$ cat config.mk
export PLATFORM = sky130hd
export DESIGN_NAME = dac_ctrl
export DESIGN_NICKNAME = d
export VERILOG_FILES = /design/src/rtl/dac_ctrl_pkg.sv /design/src/rtl/dac_clk_tick.sv /design/src/rtl/dac_ctrl.sv
export SDC_FILE = /design/constraint.sdc
export NUM_CORES = 1
export LEC_CHECK = 0
export BUFFER_PORTS_ARGS = -buffer_cell sky130_fd_sc_hd__clkbuf_2
export CELL_PAD_IN_SITES_DETAIL_PLACEMENT = 1
export CELL_PAD_IN_SITES_GLOBAL_PLACEMENT = 2
export CORE_ASPECT_RATIO = 1.5
export CORE_MARGIN = 2
export CORE_UTILIZATION = 36
export DETAILED_ROUTE_END_ITERATION = 12
export GPL_ROUTABILITY_DRIVEN = 1
export PLACE_DENSITY = 0.84
export SETUP_SLACK_MARGIN = 0.3
export SLEW_MARGIN = 40
export SYNTH_ARGS = -nofsm -noshare
export SYNTH_HDL_FRONTEND = slang
export SYNTH_SLANG_ARGS = --single-unit
$ cat constraint.sdc
create_clock -name clk -period 3.4 [get_ports clk]
set_input_delay 0.68 -clock clk [delete_from_list [all_inputs] [get_ports clk]]
set_output_delay 0.68 -clock clk [all_outputs]
set_load 0.01 [all_outputs]
$ cat src/rtl/dac_ctrl_pkg.sv
// Shared definitions for the serial DAC write path: frame width,
// power-down encodings and the transmit state machine states.
package dac_ctrl_pkg;

   localparam int FRAME_W = 16;

   localparam logic [1:0] PD_NORMAL = 2'b00;
   localparam logic [1:0] PD_1K     = 2'b01;
   localparam logic [1:0] PD_100K   = 2'b10;
   localparam logic [1:0] PD_TRI    = 2'b11;

   typedef enum logic [1:0] {
      IDLE  = 2'd0,
      SHIFT = 2'd1,
      HOLD  = 2'd2,
      GAP   = 2'd3
   } state_t;

endpackage

$ cat src/rtl/dac_clk_tick.sv
// Half-period tick generator: fires every CLK_DIV enabled cycles,
// restarts a full half-period on i_restart and parks at zero while disabled.
module dac_clk_tick #(
   parameter int CLK_DIV = 2
) (
   input  logic clk,
   input  logic rst_n,
   input  logic i_en,
   input  logic i_restart,
   output logic o_tick
);

   localparam logic [7:0] RELOAD = 8'(CLK_DIV - 1);

   logic [7:0] r_cnt;

   assign o_tick = i_en && (r_cnt == 8'd0);

   always_ff @(posedge clk or negedge rst_n) begin
      if (!rst_n) begin
         r_cnt <= 8'd0;
      end else if (i_restart) begin
         r_cnt <= RELOAD;
      end else if (!i_en) begin
         r_cnt <= 8'd0;
      end else if (r_cnt == 8'd0) begin
         r_cnt <= RELOAD;
      end else begin
         r_cnt <= r_cnt - 8'd1;
      end
   end

endmodule

$ cat src/rtl/dac_ctrl.sv
// SPI-style serial DAC transmitter: accepts one sample per handshake,
// sends a 16-bit SYNC-framed word MSB first and pulses done on completion.
module dac_ctrl
   import dac_ctrl_pkg::*;
#(
   parameter int CLK_DIV = 2,
   parameter int DATA_W  = 8
) (
   input  logic              clk,
   input  logic              rst_n,
   input  logic              dacEn,
   input  logic [DATA_W-1:0] dacData,
   input  logic [1:0]        pdMode,
   output logic              ready,
   output logic              done,
   output logic [15:0]       lastWord,
   output logic              cs,
   output logic              sclk,
   output logic              sdi
);

   localparam int PAD = 12 - DATA_W;

   state_t             r_state;
   logic               r_load;
   logic [FRAME_W-1:0] r_shreg;
   logic [FRAME_W-1:0] r_frame;
   logic [3:0]         r_bitcnt;
   logic               r_cs;
   logic               r_sclk;
   logic               r_sdi;
   logic               r_ready;
   logic               r_done;
   logic [FRAME_W-1:0] r_lastWord;

   logic               w_tick;
   logic               w_gap_end;
   logic               w_acc;
   logic [FRAME_W-1:0] w_frame;

   // Low-resolution parts pad the sample with zeros below the LSB.
   assign w_frame   = FRAME_W'({2'b00, pdMode, dacData}) << PAD;
   assign w_gap_end = (r_state == GAP) && w_tick;
   // Accepting on the gap's last cycle lets held dacEn chain frames gap-free.
   assign w_acc     = dacEn && (r_ready || w_gap_end);

   dac_clk_tick #(.CLK_DIV(CLK_DIV)) u_tick (
      .clk       (clk),
      .rst_n     (rst_n),
      .i_en      ((r_state != IDLE) && !r_load),
      .i_restart (r_load),
      .o_tick    (w_tick)
   );

   always_ff @(posedge clk or negedge rst_n) begin
      if (!rst_n) begin
         r_state    <= IDLE;
         r_load     <= 1'b0;
         r_shreg    <= '0;
         r_frame    <= '0;
         r_bitcnt   <= 4'd0;
         r_cs       <= 1'b1;
         r_sclk     <= 1'b1;
         r_sdi      <= 1'b0;
         r_ready    <= 1'b1;
         r_done     <= 1'b0;
         r_lastWord <= '0;
      end else begin
         r_done <= 1'b0;
         if (w_acc) begin
            r_shreg <= w_frame;
            r_frame <= w_frame;
            r_load  <= 1'b1;
            r_ready <= 1'b0;
         end
         case (r_state)
            IDLE: begin
               if (w_acc) r_state <= SHIFT;
            end
            SHIFT: begin
               if (r_load) begin
                  r_load   <= 1'b0;
                  r_cs     <= 1'b0;
                  r_sclk   <= 1'b1;
                  r_sdi    <= r_shreg[FRAME_W-1];
                  r_bitcnt <= 4'd0;
               end else if (w_tick) begin
                  if (r_sclk) begin
                     r_sclk <= 1'b0;
                  end else begin
                     // sdi moves only as sclk rises, so it is stable at the fall
                     r_sclk <= 1'b1;
                     if (r_bitcnt == 4'd15) begin
                        r_state <= HOLD;
                     end else begin
                        r_bitcnt <= r_bitcnt + 4'd1;
                        r_shreg  <= {r_shreg[FRAME_W-2:0], 1'b0};
                        r_sdi    <= r_shreg[FRAME_W-2];
                     end
                  end
               end
            end
            HOLD: begin
               if (w_tick) begin
                  r_cs    <= 1'b1;
                  r_sdi   <= 1'b0;
                  r_state <= GAP;
               end
            end
            GAP: begin
               if (w_tick) begin
                  r_done     <= 1'b1;
                  r_lastWord <= r_frame;
                  r_ready    <= !w_acc;
                  r_bitcnt   <= 4'd0;
                  r_state    <= w_acc ? SHIFT : IDLE;
               end
            end
            default: r_state <= IDLE;
         endcase
      end
   end

   assign ready    = r_ready;
   assign done     = r_done;
   assign lastWord = r_lastWord;
   assign cs       = r_cs;
   assign sclk     = r_sclk;
   assign sdi      = r_sdi;

endmodule
## Yosys cells after proc, flatten, opt, wreduce, memory -nomap -nowiden

Cells that the tools add are included.

- Bits in registers: 56
- Bits in latches: 0
- RAM bits: 0
- ROM bits: 0
- Bits of input ports: 13
- Output and inout bits: 21
- Logic and storage cells: 92
- Memories: 0

- $add $sub $neg: 2
- Multiply operators: 0
- Div/mod/pow operators: 0
- Magnitude comparators: 0
- Equality and inequality tests: 15
- Shift-type cells: 0
- Mux-type cells: 44
- Bitwise logic cells: 0
- Reduce and logical (&&, ||, !) cells: 19

Operators with widths:

| kind | number |
|---|---|
| 2-to-1 mux 16 bit | 6 |
| 2-to-1 mux 8 bit | 3 |
| 2-to-1 mux 4 bit | 5 |
| 2-to-1 mux 1 bit | 19 |
| != test 2 bit (second input constant) | 8 |
| 2-to-1 mux 2 bit | 7 |
| AND reduction 5 bit | 2 |
| != test 3 bit (second input constant) | 3 |
| zero test 8 bit | 1 |
| case mux 2 bit (4 select lines) | 1 |
| case mux 4 bit (2 select lines) | 1 |
| nonzero test 2 bit | 4 |
| subtractor 8 x 1 -> 8 bit (second input constant) | 1 |
| AND reduction 7 bit | 1 |
| adder 4 x 1 -> 4 bit (second input constant) | 1 |
| == test 2 bit (second input constant) | 2 |
| == test 4 bit (second input constant) | 1 |
| logical AND 1 bit | 4 |
| case mux 1 bit (2 select lines) | 2 |
| AND reduction 2 bit | 2 |
| AND reduction 3 bit | 1 |
| == test 2 x 1 -> 1 bit (second input constant) | 1 |
| zero test 1 bit | 2 |
| zero test 2 bit | 1 |
| logical OR 1 bit | 1 |

## Logic depth before layout (Yosys ltp)

Gate-level depths: netlist of run 1.

- Depth after elaboration: 12
- Depth in mapped cells: 9
- Mapped depth without buffers: 7

## Cells and area by module

From an unflattened synthesis of run 1, not the netlist that was laid out.

- Cell total of the unflattened synthesis: 227
- Area, all modules: 2698.8 um^2

By module, submodules not included:

| module | instances | cells each | area an instance (um^2) | seq. area each (um^2) |
|---|---|---|---|---|
| dac_ctrl | 1 | 183 | 2248.4 | 1204.9 |
| dac_clk_tick | 1 | 44 | 450.4 | 200.2 |

## Worst setup path before layout of run 1

OpenSTA, ideal clock, no wires.

- Kind: reg-to-reg
- From: register u_tick.r_cnt[0]
- To: register r_sdi, in the netlist sdi
- Library setup time: 64 ps
- Arrival: 2322 ps
- Data required time: 3336 ps
- Path slack: 1014 ps
- Cell stages (with the launch flop): 9
- Path buffers: 1
- Period minus slack after synthesis: 2386 ps
- Cell sequence: dfrtp_1 > inv_1 > ha_1 > or3b_1 > clkbuf_1 > or2_4 > or4_4 > a2111oi_2 > a21o_1

- Word-level cells in the longest chain between the ends: 4
- Elaborated cells between the ends (all ways): 5
- Those cells by class: 2 x eq/ne; 3 x reduce/logical

RTL lines:

| element | RTL line | source |
|---|---|---|
| start, declared | dac_clk_tick.sv:15 | `logic [7:0] r_cnt;` |
| start signal, assigned | dac_clk_tick.sv:29 | `r_cnt <= r_cnt - 8'd1;` |
| zero test 8 bit (*) | dac_clk_tick.sv:17 | `assign o_tick = i_en && (r_cnt == 8'd0);` |
| logical AND 1 bit (*) | dac_clk_tick.sv:17 |  |
| != test 3 bit (no source line) or != test 2 bit (tied branches) | - |  |
| AND reduction 5 bit (no source line) (*) | - |  |
| end signal, assigned | dac_ctrl.sv:85 | `r_sdi <= r_shreg[FRAME_W-1];` |
| end signal, assigned | dac_ctrl.sv:98 | `r_sdi <= r_shreg[FRAME_W-2];` |
| end, declared | dac_ctrl.sv:31 | `logic r_sdi;` |

Mark *: on every way between the ends. The rest lies on a longest branch, timed or not.
A chain may end at the register's enable or synchronous reset.

## Final worst setup path of run 1

- From: register u_tick.r_cnt[0]
- To: register r_shreg[10]

- Word-level cells in the longest chain between the ends: 11

RTL lines:

| element | RTL line | source |
|---|---|---|
| zero test 8 bit (*) | dac_clk_tick.sv:17 |  |
| logical AND 1 bit (*) | dac_clk_tick.sv:17 |  |
| logical AND 1 bit | dac_ctrl.sv:43 | `assign w_gap_end = (r_state == GAP) && w_tick;` |
| logical OR 1 bit | dac_ctrl.sv:45 | `assign w_acc = dacEn && (r_ready \|\| w_gap_end);` |
| logical AND 1 bit | dac_ctrl.sv:45 |  |
| 2-to-1 mux 16 bit | dac_ctrl.sv:70 | `if (w_acc) begin` |
| 2-to-1 mux 16 bit | dac_ctrl.sv:93 | `if (r_bitcnt == 4'd15) begin` |
| 2-to-1 mux 16 bit | dac_ctrl.sv:88 | `if (r_sclk) begin` |
| 2-to-1 mux 16 bit | dac_ctrl.sv:87 | `end else if (w_tick) begin` |
| 2-to-1 mux 16 bit | dac_ctrl.sv:81 | `if (r_load) begin` |
| 2-to-1 mux 16 bit (*) | dac_ctrl.sv:76 | `case (r_state)` |
| end signal, assigned | dac_ctrl.sv:71 | `r_shreg <= w_frame;` |
| end signal, assigned | dac_ctrl.sv:97 | `r_shreg <= {r_shreg[FRAME_W-2:0], 1'b0};` |
| end, declared | dac_ctrl.sv:26 | `logic [FRAME_W-1:0] r_shreg;` |

Marked as above.

==> run_results.csv, run 1 <==
group,metric,value,unit
critical_path,r2r_setup_slack,800,ps
sta,setup_viol_count_final,0,
clock_tree,cts_hold_buf,0,
sta,hold_violations,0,
power,share_seq_of_total_power,46.2,%
global_route,grt.overflow.total,0,
clock_tree,clock_path_buffers,2,
global_route,grt_max_degree,37,
sta,grt_setup_unrepaired,"no",
critical_path,cp-end-kind,"flip-flop",
route,drc,0,
power,power.share.switching,37.9,%
power,combPwrFrac,37.7,%
cells_and_area,drive_gt1_share,21.9,%
yosys,synthMostInstantiatedCell,"dfrtp_1",
power,internal-power,0.00149,W
die,rows,37,
yosys,synth_top_area_share,51.9,%
sta,post-route-min-period,2600,ps
clock_tree,postCtsSetupRepairBufs,0,
sta,max_slew_margin,53.9,%
critical_path,crit_slowest_cell,"nor4_2",
cells_and_area,n_fill_cell,809,
place,place_ws,781,ps
critical_path,slowest_delay,590,ps
power,p_per_area,840,nW/µm²
critical_path,critPathTopFamily,"simple AND/OR/NAND/NOR gates",
die,ioPinCount,34,
cells_and_area,layout.nets,296,
yosys,synth_top_family_by_area,"simple AND/OR/NAND/NOR gates",
die,dieArea,7800,µm²
cells_and_area,stdcell_area,2860,µm²
sta,slew_viol_final,0,
global_route,grt_pass1_wl,9.14,mm
global_route,first_global_vias,1959,
critical_path,crit_buf_inv,1,
sta,setup_ws,798,ps
place,place_area,2760,µm²
power,clockPowerShare,16.1,%
sta,skew,12.9,ps
yosys,synthXorXnorAreaFrac,1.71,%
sta,period_share,76.5,%
die,die_h,107,µm
clock_tree,cts_max_level,2,
yosys,yosys.area_share.simple,18.3,%
yosys,netlist_area,2550,µm²
clock_tree,clk_pin_slew,100,ps
power,p_total,0.00240,W
route,drt_iter0_drc,72,
global_route,gr-usage-all-layers,15.4,%
route,vias,1850,
sta,fmax,0.384,GHz
place,place_congestion,0.715,
yosys,synth-compound-area-share,10.3,%
clock_tree,cts_made_buffers,5,
clock_tree,cts_sinks,56,
run_status,status,"finished clean",
yosys,synth_area_leaders,"dfrtp_1 (52%), nand2_1 (6.3%), mux2_2 (4.9%)",
critical_path,path_max_fanout,10,
critical_path,reg2reg_from,"u_tick.r_cnt[0]",
clock_tree,insertion_delay,320,ps
die,dieWidth,72.8,µm
yosys,synthAdderAreaFrac,2.94,%
yosys,yosysWarnings,0,
power,peakVddDrop,0.393,mV
critical_path,rr_worst_depth,7,
yosys,synth_flop_cell,"dfrtp_1",
min_path,hp-class,"in -> async",
yosys,synthTopCellsByCount,"dfrtp_1 (53), nand2_1 (43), nor2_1 (24)",
yosys,yosysTopAreaCell,"dfrtp_1",
place,port_buffers,27,
run,drv_cap,0,
yosys,synth_edf_count,0,
global_route,grt_antenna_before_repair,0,
route,totalWireLength,5.33,mm
clock_tree,cts-root-buf,"clkbuf_8",
cells_and_area,syn_to_final_growth,11.9,%
yosys,muxShareOfSynthArea,6.42,%
power,p_leak,1.40,nW
route,ant_nets,0,
yosys,yosysSeqAreaShare,55.0,%
die,start_util,37.3,%
sta,tns,0,ps
yosys,yosys_register_bits,56,
critical_path,cp.required,3640,ps
sta,worst_pin_slew,689,ps
yosys,synthDistinctLibCells,43,
clock_tree,cts_tree,"yes",
route,wire_per_inst,15.0,µm
clock_tree,cts_resized,0,
yosys,async_flop_share,100,%
critical_path,crit_chain,"inv_1 > ha_1 > or3b_1 > nor4_2 > o21a_1 > nand2_1 > a31oi_1",
power,p_switching,0.000908,W
critical_path,worstSetupPathType,"reg -> reg",
cells_and_area,insertedDiodeCount,0,
place,dp_hpwl,3.88,mm
die,coreArea,6850,µm²
yosys,avgSynthCellArea,10.2,µm²
yosys,synthCells,251,
route,routed_via_density,5.20,
route,firstDrtPassIters,4,
critical_path,crit_arrival,2840,ps
critical_path,r2r-end,"r_shreg[10]",
critical_path,start_kind,"flip-flop",
cell usage in the layout (no fill, tap or decap), types with 2 or more instances in the layout:
master	synthesis	routed
a21o_1	3	3
a21oi_1	5	5
a31oi_1	11	11
buf_4	6	4
clkbuf_2	0	27
clkbuf_8	0	6
clkinvlp_4	0	2
conb_1	1	6
dfrtp_1	53	53
dfstp_2	3	3
ha_1	6	6
inv_1	12	12
mux2_2	11	11
mux2i_1	4	4
nand2_1	43	43
nand2b_1	2	2
nand3_1	9	9
nor2_1	24	24
nor3_1	3	3
nor4_1	2	2
o21a_1	2	2
o21ai_0	10	10
o31ai_1	4	4
or4_1	2	2
or4_4	2	2
xnor2_1	4	4
stage by stage:
step | instances | utilization, % | hold WS [ps]
2_1_floorplan | 256 | - | 384
3_3_place_gp | 348 | 40.2 | 456
3_5_place_dp | 348 | 40.3 | 464
4_1_cts | 356 | 41.7 | 323
5_1_grt | 356 | 41.7 | 331
6_report | 356 | 41.7 | 320
power by group through the flow:
stage	Sequential, W	Combinational [W]	Clock [W]
2_1_floorplan	0.00108	0.000691	0
3_3_place_gp	0.00112	0.000885	0
3_5_place_dp	0.00112	0.000926	0
4_1_cts	0.00111	0.000929	0.000407
5_1_grt	0.00115	0.00105	0.000430
6_report	0.00111	0.000905	0.000386
sequential cells by signal, summed over array words and instances (netlist names):
name          cells
cs                1
done              1
lastWord         10
r_bitcnt          4
r_frame          10
r_load            1
r_shreg          16
r_state           2
ready             1
sclk              1
sdi               1
u_tick.r_cnt      8
routing by layer:
metal  global-route usage, %  share of wire [%]
met1                    18.1                 41
met2                    26.0                 53
met3                    3.38                3.5
met4                    7.94                2.9
met5                       0                  0
cells by family after synthesis:
logic type                 after synthesis
DFF                                     56
and+or+nand+nor                         98
buffers and inverters                   29
xor gates and xnor gates                 5
other                                    1
adders and majority gates                6
AOI/OAI and AO/OA                       41
muxes                                   15
area by class of cell:
class	instances	area [µm²]	share of cell area, %
Clock buffer	6	82.6	2.89
Sequential cell	56	1410	49.2
Tap cell	78	97.6	3.42
Clock inverter	2	15.0	0.526
Timing Repair Buffer	31	165	5.78
Inverter	12	45.0	1.58
Multi-Input combinational cell	171	1050	36.6
worst reg2reg max path, delay by kind of cell (launching register included):
kind | cells | cell delay [ps]
buf+inv | 1 | 70
flops | 1 | 420
compound gates | 2 | 660
fa+ha+maj | 1 | 170
simple gates | 3 | 1220
worst max-delay path by stage:
stage / start / to / slack, ps / cells after the start
4_1_cts: u_tick.r_cnt[0] / r_shreg[10] / 740 / 7
5_1_grt: u_tick.r_cnt[0] / r_shreg[10] / 540 / 7
3_5_place_dp: u_tick.r_cnt[0] / r_shreg[10] / 780 / 7
2_1_floorplan: u_tick.r_cnt[0] / sdi / 1010 / 8
6_report: u_tick.r_cnt[0] / r_shreg[10] / 800 / 7
3_3_place_gp: u_tick.r_cnt[0] / r_shreg[0] / 940 / 6
No activity file was read; power rests on OpenSTA's default activity.
==> run 2, diff against run 1 <==
Settings changed: ABC_AREA from default to 1, CORE_UTILIZATION 36 to 31, PLACE_DENSITY 0.84 to 0.8.
Clock period 3.4 ns to 2.2 ns, I/O delays scaled along.
==> run 2 against run 1 <==
Net effect: global-route usage down 0.74 points; register-to-register slack worse by 390 ps; sequential power grew 60%; area after synthesis increased by 4.0%; count of clock-buffer cells in the layout fell by 1; fmax rose by 45%; clock power increased by 120%; sequential share of layout area shrank 4.5 points; clock skew down 4.0 ps; die area up 20%; via count is 14% higher; utilization down 4.1 points; largest power group unchanged.
==> run_results.csv, run 2 <==
group,metric,value,unit
yosys,synthTopCellsByCount,"dfrtp_1 (53), nand2_1 (53), inv_1 (46)",
critical_path,path_max_fanout,7,
die,coreArea,8360,µm²
route,vias,2106,
route,ant_nets,0,
sta,grt_setup_unrepaired,"no",
power,power.share.switching,40.5,%
clock_tree,clock_path_buffers,2,
die,rows,41,
route,totalWireLength,6.57,mm
clock_tree,cts_max_level,2,
yosys,async_flop_share,100,%
run,drv_cap,0,
route,firstDrtPassIters,4,
yosys,synthDistinctLibCells,31,
global_route,grt.overflow.total,0,
die,ioPinCount,34,
sta,hold_slack,133,ps
critical_path,start_kind,"flip-flop",
clock_tree,cts_tree,"yes",
critical_path,r2r-end,"r_shreg[6]",
clock_tree,cts_made_buffers,5,
die,start_util,31.8,%
yosys,synthCells,302,
sta,skew,8.91,ps
global_route,grt_antenna_before_repair,0,
sta,post-route-min-period,1800,ps
yosys,yosysTopAreaCell,"dfrtp_1",
critical_path,crit_buf_inv,4,
global_route,first_global_vias,2190,
yosys,netlist_area,2660,µm²
sta,max_slew_margin,58.9,%
place,place_ws,283,ps
cells_and_area,n_fill_cell,1000,
global_route,grt_pass1_wl,10.6,mm
sta,fmax,0.557,GHz
place,place_congestion,0.794,
run_status,status,"finished clean",
critical_path,crit_slowest_cell,"dfrtp_1",
min_path,hp-class,"in -> async",
critical_path,slowest_delay,420,ps
critical_path,crit_chain,"inv_1 > ha_2 > nor2_2 > buf_4 > nand2_4 > nor2_4 > buf_12 > nand2_2 > nand3_1 > o21ai_1 > inv_1",
critical_path,critPathTopFamily,"buffers and inverters",
yosys,yosys_register_bits,56,
route,drc,0,
critical_path,crit_arrival,1990,ps
yosys,yosysWarnings,0,
power,p_total,0.00438,W
critical_path,cp.required,2400,ps
global_route,grt_max_degree,36,
cells_and_area,insertedDiodeCount,0,
yosys,synth_top_area_share,50.0,%
route,drt_iter0_drc,60,
critical_path,reg2reg_from,"r_state[0]",
yosys,avgSynthCellArea,8.79,µm²
critical_path,rr_worst_depth,11,
power,p_per_area,1390,nW/µm²
cells_and_area,layout.nets,356,
critical_path,r2r_setup_slack,400,ps
critical_path,cp.depth,11,
power,peakVddDrop,0.476,mV
sta,period_share,81.7,%
cells_and_area,layout_commonest_cell,"nand2_1",
yosys,yosysSeqAreaShare,52.9,%
yosys,synth_area_leaders,"dfrtp_1 (50%), nand2_1 (7.5%), inv_1 (6.5%)",
sta,setup_viol_count_final,0,
critical_path,worstSetupPathType,"reg -> reg",
cells_and_area,layout_common_cells,"nand2_1 (53), dfrtp_1 (52), inv_1 (44), o21ai_0 (30), nand3_1 (29)",
clock_tree,insertion_delay,310,ps
route,routed_via_density,4.73,
cells_and_area,largest_register_ffs,16,
power,internal-power,0.00261,W
power,p_leak,1.63,nW
route,wire_per_inst,14.8,µm
cells_and_area,top_register,"r_shreg",
place,port_buffers,27,
sta,hold_violations,0,
die,dieWidth,79.6,µm
yosys,synth_edf_count,0,
clock_tree,cts-root-buf,"clkbuf_16",
sta,tns,0,ps
sta,setup_ws,404,ps
cells_and_area,multi_input_area,1060,µm²
place,dp_hpwl,4.56,mm
critical_path,endpoint,"r_shreg[6]",
power,combPwrFrac,40.2,%
critical_path,cp_common_cell,"inv_1",
sta,worst_pin_slew,616,ps
cells_and_area,syn_to_final_growth,18.5,%
clock_tree,clk_pin_slew,80,ps
power,p_switching,0.00177,W
global_route,gr-usage-all-layers,14.7,%
critical_path,cp-end-kind,"flip-flop",
cells_and_area,drive_gt1_share,20.4,%
cells_and_area,register_area,1410,µm²
critical_path,cp-startpoint,"r_state[0]",
die,dieArea,9340,µm²
power,share_seq_of_total_power,40.6,%
sta,slew_viol_final,0,
power,clockPowerShare,19.2,%
clock_tree,cts_hold_buf,0,
clock_tree,cts_sinks,56,
die,die_h,117,µm
yosys,synth_flop_cell,"dfrtp_1",
run 2: timing repair:
action	in CTS	in global routing
gates cloned	0	4
endpoints found under the setup margin	16	33
pin swaps	0	4
resized for setup	2	11
setup buffers	0	3
run 2: worst min-delay path by stage:
stage	startpoint	endpoint	slack (ps)	depth (start not counted)
detailed placement	r_shreg[12]	r_shreg[13]	470	2
global placement	rst_n	done	470	1
CTS	rst_n	lastWord[12]	150	1
finish	rst_n	lastWord[12]	130	1
global route	rst_n	r_frame[5]	170	1
floorplan	rst_n	done	140	0
run 2: logic make-up (layout without fill, tap and decap cells):
kind of cell	after synthesis	in the layout	share of synthesized area [%]
adders and majority gates	6	6	2.83
DFF	56	56	52.9
buffers and inverters	61	89	10.6
AOI/OAI and AO/OA	52	52	10.0
other	1	6	0.141
xor gates and xnor gates	3	3	0.990
and+or+nand+nor	123	126	22.5
run 2: layout make-up:
cell class | instances | share of cell area, %
clock buffers | 5 | 3.98
clock inverters | 3 | 0.795
inverters | 46 | 5.61
multi-input cells | 193 | 33.6
flip-flops and latches | 56 | 44.7
well taps | 107 | 4.25
repair buffers | 34 | 6.88
repair inverters | 1 | 0.239
run 2: per-stage QoR:
step                      instance area (µm²)  util (%)  cells
after global routing                     3150      37.6    445
after CTS                                3040      36.3    438
after global placement                   2880      34.4    430
final                                    3150      37.6    445
after detailed placement                 2880      34.4    430
after floorplan                          2670         -    307
run 2: per-layer routing:
layer | track usage, % | up-vias | wire length [µm]
li1 | - | 1030 | -
met1 | 16.6 | 1039 | 2650
met2 | 26.3 | 26 | 3610
met3 | 2.54 | 11 | 148
met4 | 6.57 | 0 | 161
met5 | 0 | - | 0
run 2: power by group through the flow:
stage,logic (W),clock network [W],registers [W]
2_1_floorplan,0.00115,0,0.00177
3_3_place_gp,0.00163,0,0.00177
3_5_place_dp,0.00168,0,0.00179
4_1_cts,0.00170,0.000870,0.00178
5_1_grt,0.00205,0.000907,0.00184
6_report,0.00176,0.000842,0.00178
